## src/rtl/alu_pkg.sv

```systemverilog
// Shared ALU definitions: widths, op-code map and the legal-op helper.
package alu_pkg;

  localparam int ALU_DATA_W = 32;
  localparam int ALU_OP_W   = 4;
  localparam int ALU_OP_MAX = 9;

  localparam logic [ALU_OP_W-1:0] ALU_ADD  = 4'd0;
  localparam logic [ALU_OP_W-1:0] ALU_SUB  = 4'd1;
  localparam logic [ALU_OP_W-1:0] ALU_AND  = 4'd2;
  localparam logic [ALU_OP_W-1:0] ALU_OR   = 4'd3;
  localparam logic [ALU_OP_W-1:0] ALU_XOR  = 4'd4;
  localparam logic [ALU_OP_W-1:0] ALU_SLTU = 4'd5;
  localparam logic [ALU_OP_W-1:0] ALU_SLT  = 4'd6;
  localparam logic [ALU_OP_W-1:0] ALU_SLL  = 4'd7;
  localparam logic [ALU_OP_W-1:0] ALU_SRL  = 4'd8;
  localparam logic [ALU_OP_W-1:0] ALU_SRA  = 4'd9;

  // True when the op code names a real ALU operation.
  function automatic logic alu_op_legal(input logic [ALU_OP_W-1:0] op);
    return op <= ALU_SRA;
  endfunction

endpackage

```

## src/rtl/alu_arbiter_rr_arb2.sv

```systemverilog
// Two-way round-robin grant. Produces a one-hot grant (or none) from the two
// request valids; on a tie the requester that did not win last time wins.
module rr_arb2 (
  input  logic [1:0] valid_i,
  input  logic       en_i,
  input  logic       last_grant_i,
  output logic [1:0] grant_o
);

  // Tie-break favours the requester other than last_grant_i.
  always_comb begin
    grant_o    = 2'b00;
    grant_o[0] = en_i && valid_i[0] && (!valid_i[1] || last_grant_i);
    grant_o[1] = en_i && valid_i[1] && (!valid_i[0] || !last_grant_i);
  end

endmodule

```

## src/rtl/alu_arbiter.sv

```systemverilog
// Shares one combinational ALU between the execute stage (requester 0) and the
// branch/address unit (requester 1). The granted request drives the ALU and
// its result is captured into a single response slot owned by the winner.
// Handshake: a transfer happens on a rising edge where valid && ready are both
// high; ready may depend on valid, valid must never depend on ready.
module alu_arbiter
  import alu_pkg::*;
#(
  parameter int DATA_W = ALU_DATA_W,
  parameter int OP_W   = ALU_OP_W,
  parameter int OP_MAX = ALU_OP_MAX
) (
  input  logic              clk,
  input  logic              rst_n,
  input  logic              req0_valid,
  input  logic              req1_valid,
  output logic              req0_ready,
  output logic              req1_ready,
  input  logic [OP_W-1:0]   req0_op,
  input  logic [OP_W-1:0]   req1_op,
  input  logic [DATA_W-1:0] req0_a,
  input  logic [DATA_W-1:0] req1_a,
  input  logic [DATA_W-1:0] req0_b,
  input  logic [DATA_W-1:0] req1_b,
  output logic              rsp0_valid,
  output logic              rsp1_valid,
  input  logic              rsp0_ready,
  input  logic              rsp1_ready,
  output logic [DATA_W-1:0] rsp0_result,
  output logic [DATA_W-1:0] rsp1_result,
  output logic              rsp0_zero,
  output logic              rsp1_zero,
  output logic              rsp0_err,
  output logic              rsp1_err,
  output logic [DATA_W-1:0] alu_in0,
  output logic [DATA_W-1:0] alu_in1,
  output logic [OP_W-1:0]   alu_op,
  input  logic [DATA_W-1:0] alu_result,
  input  logic              alu_zero
);

  localparam logic [OP_W-1:0] OP_MAX_V = OP_W'(OP_MAX);

  logic              slot_valid_q,  slot_valid_d;
  logic              slot_owner_q,  slot_owner_d;
  logic [DATA_W-1:0] slot_result_q, slot_result_d;
  logic              slot_zero_q,   slot_zero_d;
  logic              slot_err_q,    slot_err_d;
  logic              last_grant_q,  last_grant_d;

  logic              drain;
  logic              free;
  logic              arb_en;
  logic [1:0]        grant;
  logic              sel;
  logic [OP_W-1:0]   sel_op;
  logic [DATA_W-1:0] sel_a;
  logic [DATA_W-1:0] sel_b;
  logic              op_illegal;

  // Response decode: slot contents are shown only to the owning requester.
  always_comb begin
    rsp0_valid  = slot_valid_q && !slot_owner_q;
    rsp1_valid  = slot_valid_q &&  slot_owner_q;
    rsp0_result = rsp0_valid ? slot_result_q : '0;
    rsp1_result = rsp1_valid ? slot_result_q : '0;
    rsp0_zero   = rsp0_valid && slot_zero_q;
    rsp1_zero   = rsp1_valid && slot_zero_q;
    rsp0_err    = rsp0_valid && slot_err_q;
    rsp1_err    = rsp1_valid && slot_err_q;
    drain       = (rsp0_valid && rsp0_ready) || (rsp1_valid && rsp1_ready);
    // A draining slot can take the next request in the same cycle; nothing is
    // granted while reset is asserted.
    free        = !slot_valid_q || drain;
    arb_en      = free && rst_n;
  end

  rr_arb2 u_rr_arb2 (
    .valid_i      ({req1_valid, req0_valid}),
    .en_i         (arb_en),
    .last_grant_i (last_grant_q),
    .grant_o      (grant)
  );

  // Steer the granted request onto the ALU; idle ALU inputs are held at zero.
  always_comb begin
    req0_ready = grant[0];
    req1_ready = grant[1];
    sel        = grant[1];
    sel_op     = sel ? req1_op : req0_op;
    sel_a      = sel ? req1_a  : req0_a;
    sel_b      = sel ? req1_b  : req0_b;
    op_illegal = sel_op > OP_MAX_V;
    alu_in0    = '0;
    alu_in1    = '0;
    alu_op     = '0;
    if (|grant) begin
      alu_in0 = sel_a;
      alu_in1 = sel_b;
      alu_op  = op_illegal ? '0 : sel_op;
    end
  end

  // Slot next state: accept loads the slot, a bare drain just empties it.
  always_comb begin
    slot_valid_d  = slot_valid_q;
    slot_owner_d  = slot_owner_q;
    slot_result_d = slot_result_q;
    slot_zero_d   = slot_zero_q;
    slot_err_d    = slot_err_q;
    last_grant_d  = last_grant_q;
    if (|grant) begin
      slot_valid_d  = 1'b1;
      slot_owner_d  = sel;
      last_grant_d  = sel;
      slot_result_d = op_illegal ? '0 : alu_result;
      slot_zero_d   = op_illegal ? 1'b1 : alu_zero;
      slot_err_d    = op_illegal;
    end else if (drain) begin
      slot_valid_d  = 1'b0;
    end
  end

  // State registers; last_grant resets to 1 so requester 0 wins first.
  always_ff @(posedge clk or negedge rst_n) begin
    if (!rst_n) begin
      slot_valid_q  <= 1'b0;
      slot_owner_q  <= 1'b0;
      slot_result_q <= '0;
      slot_zero_q   <= 1'b0;
      slot_err_q    <= 1'b0;
      last_grant_q  <= 1'b1;
    end else begin
      slot_valid_q  <= slot_valid_d;
      slot_owner_q  <= slot_owner_d;
      slot_result_q <= slot_result_d;
      slot_zero_q   <= slot_zero_d;
      slot_err_q    <= slot_err_d;
      last_grant_q  <= last_grant_d;
    end
  end

endmodule

```

## config.mk

```make
export PLATFORM = sky130hd
export DESIGN_NAME = alu_arbiter
export DESIGN_NICKNAME = d
export VERILOG_FILES = /design/src/rtl/alu_pkg.sv /design/src/rtl/alu_arbiter_rr_arb2.sv /design/src/rtl/alu_arbiter.sv
export SDC_FILE = /design/constraint.sdc
export NUM_CORES = 1
export LEC_CHECK = 0
export ABC_AREA = 1
export BUFFER_PORTS_ARGS = -buffer_cell sky130_fd_sc_hd__buf_2
export CORE_AREA = 8 8 115 117
export DETAILED_ROUTE_END_ITERATION = 7
export DIE_AREA = 0 0 123 125
export GPL_ROUTABILITY_DRIVEN = 0
export GPL_TIMING_DRIVEN = 0
export PLACE_DENSITY = 0.67
export RECOVER_POWER = 100
export SLEW_MARGIN = 25
export SYNTH_ARGS = -nofsm -noshare
export SYNTH_HDL_FRONTEND = slang
export SYNTH_SLANG_ARGS = --single-unit
```

## constraint.sdc

```tcl
create_clock -name clk -period 2.4 [get_ports clk]
set_input_delay 0.48 -clock clk [delete_from_list [all_inputs] [get_ports clk]]
set_output_delay 0.48 -clock clk [all_outputs]
set_load 0.01 [all_outputs]
```

# Word level (Yosys, flattened, before mapping)
# Cells that the tools add are included.
dict set report classes {
  shifts 0
  eq_ne 0
  n_mul 0
  n_div 0
  bitwise_logic 0
  mux 13
  n_addsub 0
  n_lt_le_gt_ge 1
  n_reduce_logical 24
}
# operator n
set ops {}
lappend ops {{two-way mux 32 bit} 7}
lappend ops {{logical AND 1 bit} 13}
lappend ops {{two-way mux 4 bit} 3}
lappend ops {{zero test 1 bit} 5}
lappend ops {{greater-than comparator 4 bit, second input constant} 1}
lappend ops {{logical OR 1 bit} 4}
lappend ops {{two-way mux 1 bit} 3}
lappend ops {{nonzero test 2 bit} 1}
lappend ops {{OR reduction 2 bit} 1}
dict set report word_totals {
  out_inout_bits 140
  latch_bits 0
  ram_bits 0
  mem_bits_ro 0
  word_cells 44
  mem_count 0
  regBits 37
}

# Longest topological paths before layout
dict set report depth {
  depth_word 12
  mapped_depth 10
  ltp_nobuf 9
}

# Hierarchy
# From an unflattened synthesis, not the netlist that was laid out.
dict set report hier_totals {
  cells_unflattened 442
  hier_area_um2 2876.5
}
# mod cells_per_inst n_inst area_each_um2
set modules_own_cells {}
lappend modules_own_cells {alu_arbiter 437 1 2855.2}
lappend modules_own_cells {rr_arb2 5 1 21.3}

# Least setup slack after synthesis
# OpenSTA, ideal clock, no wires.
dict set report synth_path {
  path_kind {input to output}
  startpoint {input req1_valid}
  endpoint {output alu_in0[0]}
  stages 7
  arrival_time_ns 1.467
  slack_ns 0.453
  n_path_buf 2
  t_required_ns 1.920
  cell_sequence {a21boi_4 nand4_4 inv_2 buf_4 buf_2 nand2_1 a21oi_2}
}
dict set report synth_via {
  elab_chain_cells 5
  elab_cells_between_ends 8
  cone_classes {mux: 2; reduce/logical: 6}
}
# item line_no
set synth_lines {}
lappend synth_lines {{from (decl)} alu_arbiter.sv:16} ;# input logic req1_valid,
lappend synth_lines {{zero test 1 bit} alu_arbiter_rr_arb2.sv:13} ;# grant_o[0] = en_i && valid_i[0] && (!valid_i[1] || last_grant_i);
lappend synth_lines {{logical OR 1 bit} alu_arbiter_rr_arb2.sv:13}
lappend synth_lines {{logical AND 1 bit} alu_arbiter_rr_arb2.sv:13}
lappend synth_lines {{OR reduction 2 bit} alu_arbiter.sv:97} ;# if (|grant) begin
lappend synth_lines {{two-way mux 32 bit (*)} alu_arbiter.sv:97}
lappend synth_lines {{to (decl)} alu_arbiter.sv:35} ;# output logic [DATA_W-1:0] alu_in0,
# Every way passes the cells marked *; elsewhere a longest branch is shown, timed or not.

# Worst setup path after layout
dict set report layout_path {
  startpoint {register slot_owner_q}
  endpoint {output alu_in0[14]}
}
dict set report layout_via {
  elab_chain_cells 10
  elab_cells_between_ends 15
  cone_classes {mux: 2; reduce/logical: 13}
}
# item line_no
set layout_lines {}
lappend layout_lines {{from (decl)} alu_arbiter.sv:45} ;# logic slot_owner_q, slot_owner_d;
lappend layout_lines {{from (signal assigned)} alu_arbiter.sv:135} ;# slot_owner_q <= slot_owner_d;
lappend layout_lines {{zero test 1 bit} alu_arbiter.sv:63} ;# rsp0_valid = slot_valid_q && !slot_owner_q;
lappend layout_lines {{logical AND 1 bit} alu_arbiter.sv:63}
lappend layout_lines {{logical AND 1 bit} alu_arbiter.sv:71} ;# drain = (rsp0_valid && rsp0_ready) || (rsp1_valid && rsp1_ready);
lappend layout_lines {{logical OR 1 bit (*)} alu_arbiter.sv:71}
lappend layout_lines {{logical OR 1 bit (*)} alu_arbiter.sv:74} ;# free = !slot_valid_q || drain;
lappend layout_lines {{logical AND 1 bit (*)} alu_arbiter.sv:75} ;# arb_en = free && rst_n;
lappend layout_lines {{logical AND 1 bit (on tied branches) (2 in series)} {alu_arbiter_rr_arb2.sv:14, alu_arbiter_rr_arb2.sv:13}}
lappend layout_lines {{two-way mux 32 bit or OR reduction 2 bit (tied branches)} {alu_arbiter.sv:91, alu_arbiter.sv:97}}
lappend layout_lines {{two-way mux 32 bit (*)} alu_arbiter.sv:97}
# Marks and branches as above.

==> flow_metrics.env <==
export IMPL_drt_total_wl_um=16280
export IMPL_post_route_cells_drive_above_1_share=0.4712
export IMPL_root_buffer="sky130_fd_sc_hd__clkbuf_16"
export IMPL_gr_util_all_layers=0.1966
export IMPL_arrival_ns=1.85
export IMPL_layout_core_utilization=0.4872
export IMPL_maxCapViolCount=0
export IMPL_critPathLaunchType="flop"
export IMPL_net_sw_power_mw=2.312
export IMPL_timing_clock_skew_ns=0.005104
export IMPL_post_synth_cell_area_avg_um2=5.700
export IMPL_tcrit_tclk_final=0.9715
export IMPL_rsz0062_at_grt="true"
export IMPL_cts_buffer_depth=2
export IMPL_synthTopCellsByArea="sky130_fd_sc_hd__dfrtp_1 27%, sky130_fd_sc_hd__nand2_1 27%, sky130_fd_sc_hd__nor2_1 12%, sky130_fd_sc_hd__inv_1 9.0%, sky130_fd_sc_hd__a21oi_2 8.1%"
export IMPL_number_of_warnings_printed_during_yosys_synthesis=0
export IMPL_worstSkewPairLatency_ns=0.27
export IMPL_vias=4623
export IMPL_worst_max_slew_pin_slew_ns=0.4840
export IMPL_slew_hr=0.6773
export IMPL_fp_coreArea_um2=11610
export IMPL_critical_path_max_stage_delay_ns=0.42
export IMPL_grt_antenna_before_repair=5
export IMPL_io_buffer_count=314
export IMPL_max_freq_mhz=428.9
export IMPL_share_of_the_synthesized_area_in_the_top_cell_type=0.2702
export IMPL_post_dp_hpwl_um=13100
export IMPL_syn_to_final_growth_pct=69.64
export IMPL_die_h_um=125
export IMPL_ir_drop_v=0.0004402
export IMPL_cp_common_cell="sky130_fd_sc_hd__nand3_2"
export IMPL_power_report_internal_total_mw=2.527
export IMPL_count_of_pins_over_their_slew_limit=0
export IMPL_dr_drc_count=0
export IMPL_netSwitchingFraction=0.4778
export IMPL_mappedNetlistArea_um2=3334
export IMPL_relative_contribution_of_combinational_cells_to_total_power=0.639
export IMPL_die_area_um2=15380
export IMPL_regToRegStartpoint="last_grant_q$_DFFE_PN1P_"
export IMPL_synth_largest_area_cell="sky130_fd_sc_hd__dfrtp_1"
export IMPL_cts_inserted_buffers=5
export IMPL_critPathCaptureType="output port"
export IMPL_synth_net_count=760
export IMPL_crit_path_start="slot_owner_q$_DFFE_PN0P_"
export IMPL_crit_path_top_delay_cell="sky130_fd_sc_hd__dfrtp_1"
export IMPL_final_period_minus_worst_setup_slack_ns=2.332
export IMPL_final_hold_viol_count=0
export IMPL_ff_to_ff_path_depth=10
export IMPL_timing_final_setup_violations=0
export IMPL_grt_start_max_net_pins=43
export IMPL_syn_inst=585
export IMPL_detail_route_first_pass_iterations=4
export IMPL_status="completed"
export IMPL_start_to_end_type_of_the_worst_setup_path="flop to output port"
export IMPL_clkTransAtPathRegs_ns=0.06
export IMPL_core_rowCount=40
export IMPL_clock_power_frac=0.131
export IMPL_p_seq_frac=0.231
export IMPL_overflow=0
export IMPL_finish_net_count=1093
export IMPL_multi_input_comb_area_um2=2002
export IMPL_route_detailed_wl_per_inst_um=15.25
export IMPL_initial_utilization=0.2872
export IMPL_critical_path_cell_chain="inv_2 -> nand3_2 -> nand3_2 -> o211ai_1 -> buf_4 -> buf_12 -> buf_8 -> a21oi_2 -> buf_2"
export IMPL_post_synth_num_cell_types=24
export IMPL_critPathMaxFanout=10
export IMPL_via_count_of_the_first_global_routing_pass=4378
export IMPL_numClockSinks=37
export IMPL_detail_route_vias_per_cell=4.329
export IMPL_worst_hold_slack_ns=0.07883
export IMPL_detail_route_antenna_nets=0
export IMPL_holdCritPathClass="primary input to async pin"
export IMPL_cts_max_level=2
export IMPL_ff_latch_area_um2=927.1
export IMPL_r2r_setup_slack_ns=0.63
export IMPL_ys_seq_area_frac=0.2780
export IMPL_p_leak_nw=3.555
export IMPL_worst_r2r_endpoint="slot_result_q[2]$_DFFE_PN0P_"
export IMPL_yosys_register_bits=37
export IMPL_quantity_of_hold_fixing_buffers_added_after_cts=0
export IMPL_powerDensity_nw_per_um2=855.5
export IMPL_drt_iter0_drc=216
export IMPL_boundaryPins=315
export IMPL_cts_tree="done"
export IMPL_global_route_wire_length_before_repair_um=24130
export IMPL_final_fill_count=1272
export IMPL_cp_required_ns=1.92
export IMPL_floorplan_die_width_um=123
power by group through the flow:
stage                     combinational [mW]  sequential [mW]  clock, mW
after CTS                               2.90             1.11      0.650
after detailed placement                2.84             1.11          0
after global placement                  2.82             1.11          0
after global routing                    3.46             1.15      0.680
after floorplan                         1.75             1.07          0
final                                   3.09             1.12      0.633
critical path: cells and delay by family, from the launching register on:
family,cells,cell delay [ns]
AOI/OAI and AO/OA,2,0.21
buffers and inverters,5,0.76
DFF,1,0.42
and+or+nand+nor,2,0.18
stage by stage:
stage	TNS (ns)	area [um2]	setup slack (ns)	total power, mW	cells
after CTS	-0.0004636	5306	-0.0004636	4.660	1058
after floorplan	0	3334	0.4525	2.819	585
final	0	5657	0.06848	4.840	1068
after global routing	-0.9329	5654	-0.05319	5.295	1067
after detailed placement	-37.97	5090	-0.6142	3.952	1046
after global placement	-38.66	5090	-0.6240	3.930	1046
synthesized netlist by cell type, drive strengths merged:
library cell	number
clkbuf	9
nor2	104
o21ai	2
dfstp	1
a21boi	1
nand2	242
nand4	3
and2	1
nand3	5
o22ai	1
inv	82
buf	30
nor3	2
o211ai	1
dfrtp	36
a21oi	65
logic make-up (layout without fill, tap and decap cells):
kind of cell | after synthesis | after routing | synth area share
compound gates | 70 | 70 | 0.1452
other cells | 0 | 2 | 0
flops | 37 | 37 | 0.2780
buf+inv | 121 | 455 | 0.1595
simple gates | 357 | 357 | 0.4173
layout by cell type, fill, tap and decap left out, types with 6 or more instances in the layout:
| cell type | instances |
|---|---|
| sky130_fd_sc_hd__a21oi_1 | 19 |
| sky130_fd_sc_hd__a21oi_2 | 46 |
| sky130_fd_sc_hd__buf_2 | 319 |
| sky130_fd_sc_hd__buf_4 | 17 |
| sky130_fd_sc_hd__buf_6 | 6 |
| sky130_fd_sc_hd__buf_8 | 9 |
| sky130_fd_sc_hd__clkbuf_1 | 7 |
| sky130_fd_sc_hd__clkbuf_16 | 8 |
| sky130_fd_sc_hd__dfrtp_1 | 36 |
| sky130_fd_sc_hd__inv_1 | 80 |
| sky130_fd_sc_hd__nand2_1 | 232 |
| sky130_fd_sc_hd__nand2_4 | 7 |
| sky130_fd_sc_hd__nor2_1 | 104 |
worst max path at each step:
| stage | end | slack [ns] | cells past startpoint |
|---|---|---|---|
| 6_report | alu_in0[14] | 0.07 | 9 |
| 5_1_grt | alu_in0[29] | -0.05 | 9 |
| 4_1_cts | alu_in0[14] | -0.0005 | 8 |
| 3_5_place_dp | alu_in1[3] | -0.61 | 8 |
| 3_3_place_gp | alu_in1[3] | -0.62 | 8 |
| 2_1_floorplan | alu_in0[0] | 0.45 | 7 |
repair_timing:
item                                    CTS  global route
cloned                                    0             3
endpoints found under the setup margin   69            69
buffers inserted                          4             6
pin swaps                                 1             9
resized for setup                        16            70
flip-flops by register name, indices dropped and copies added (netlist names):
register       flops
slot_result_q     32
last_grant_q       1
slot_zero_q        1
slot_valid_q       1
slot_owner_q       1
slot_err_q         1
per-layer routing:
| layer | share of wire | up-vias | global-route usage |
|---|---|---|---|
| li1 | - | 2396 | - |
| met5 | 0.00080 | - | 0 |
| met1 | 0.41 | 2030 | 0.2380 |
| met3 | 0.079 | 18 | 0.05446 |
| met2 | 0.49 | 177 | 0.3357 |
| met4 | 0.015 | 2 | 0.04465 |
area by class of cell:
| class | instances | area share |
|---|---|---|
| clock buffers | 6 | 0.02278 |
| plain buffers | 38 | 0.06061 |
| multi-input cells | 427 | 0.3539 |
| repair buffers | 327 | 0.3083 |
| flip-flops and latches | 37 | 0.1639 |
| inverters | 82 | 0.05530 |
| well taps | 147 | 0.03251 |
| diodes | 2 | 0.0008848 |
| clock inverters | 2 | 0.001770 |
Note: power is estimated with default switching activity, not from simulation.
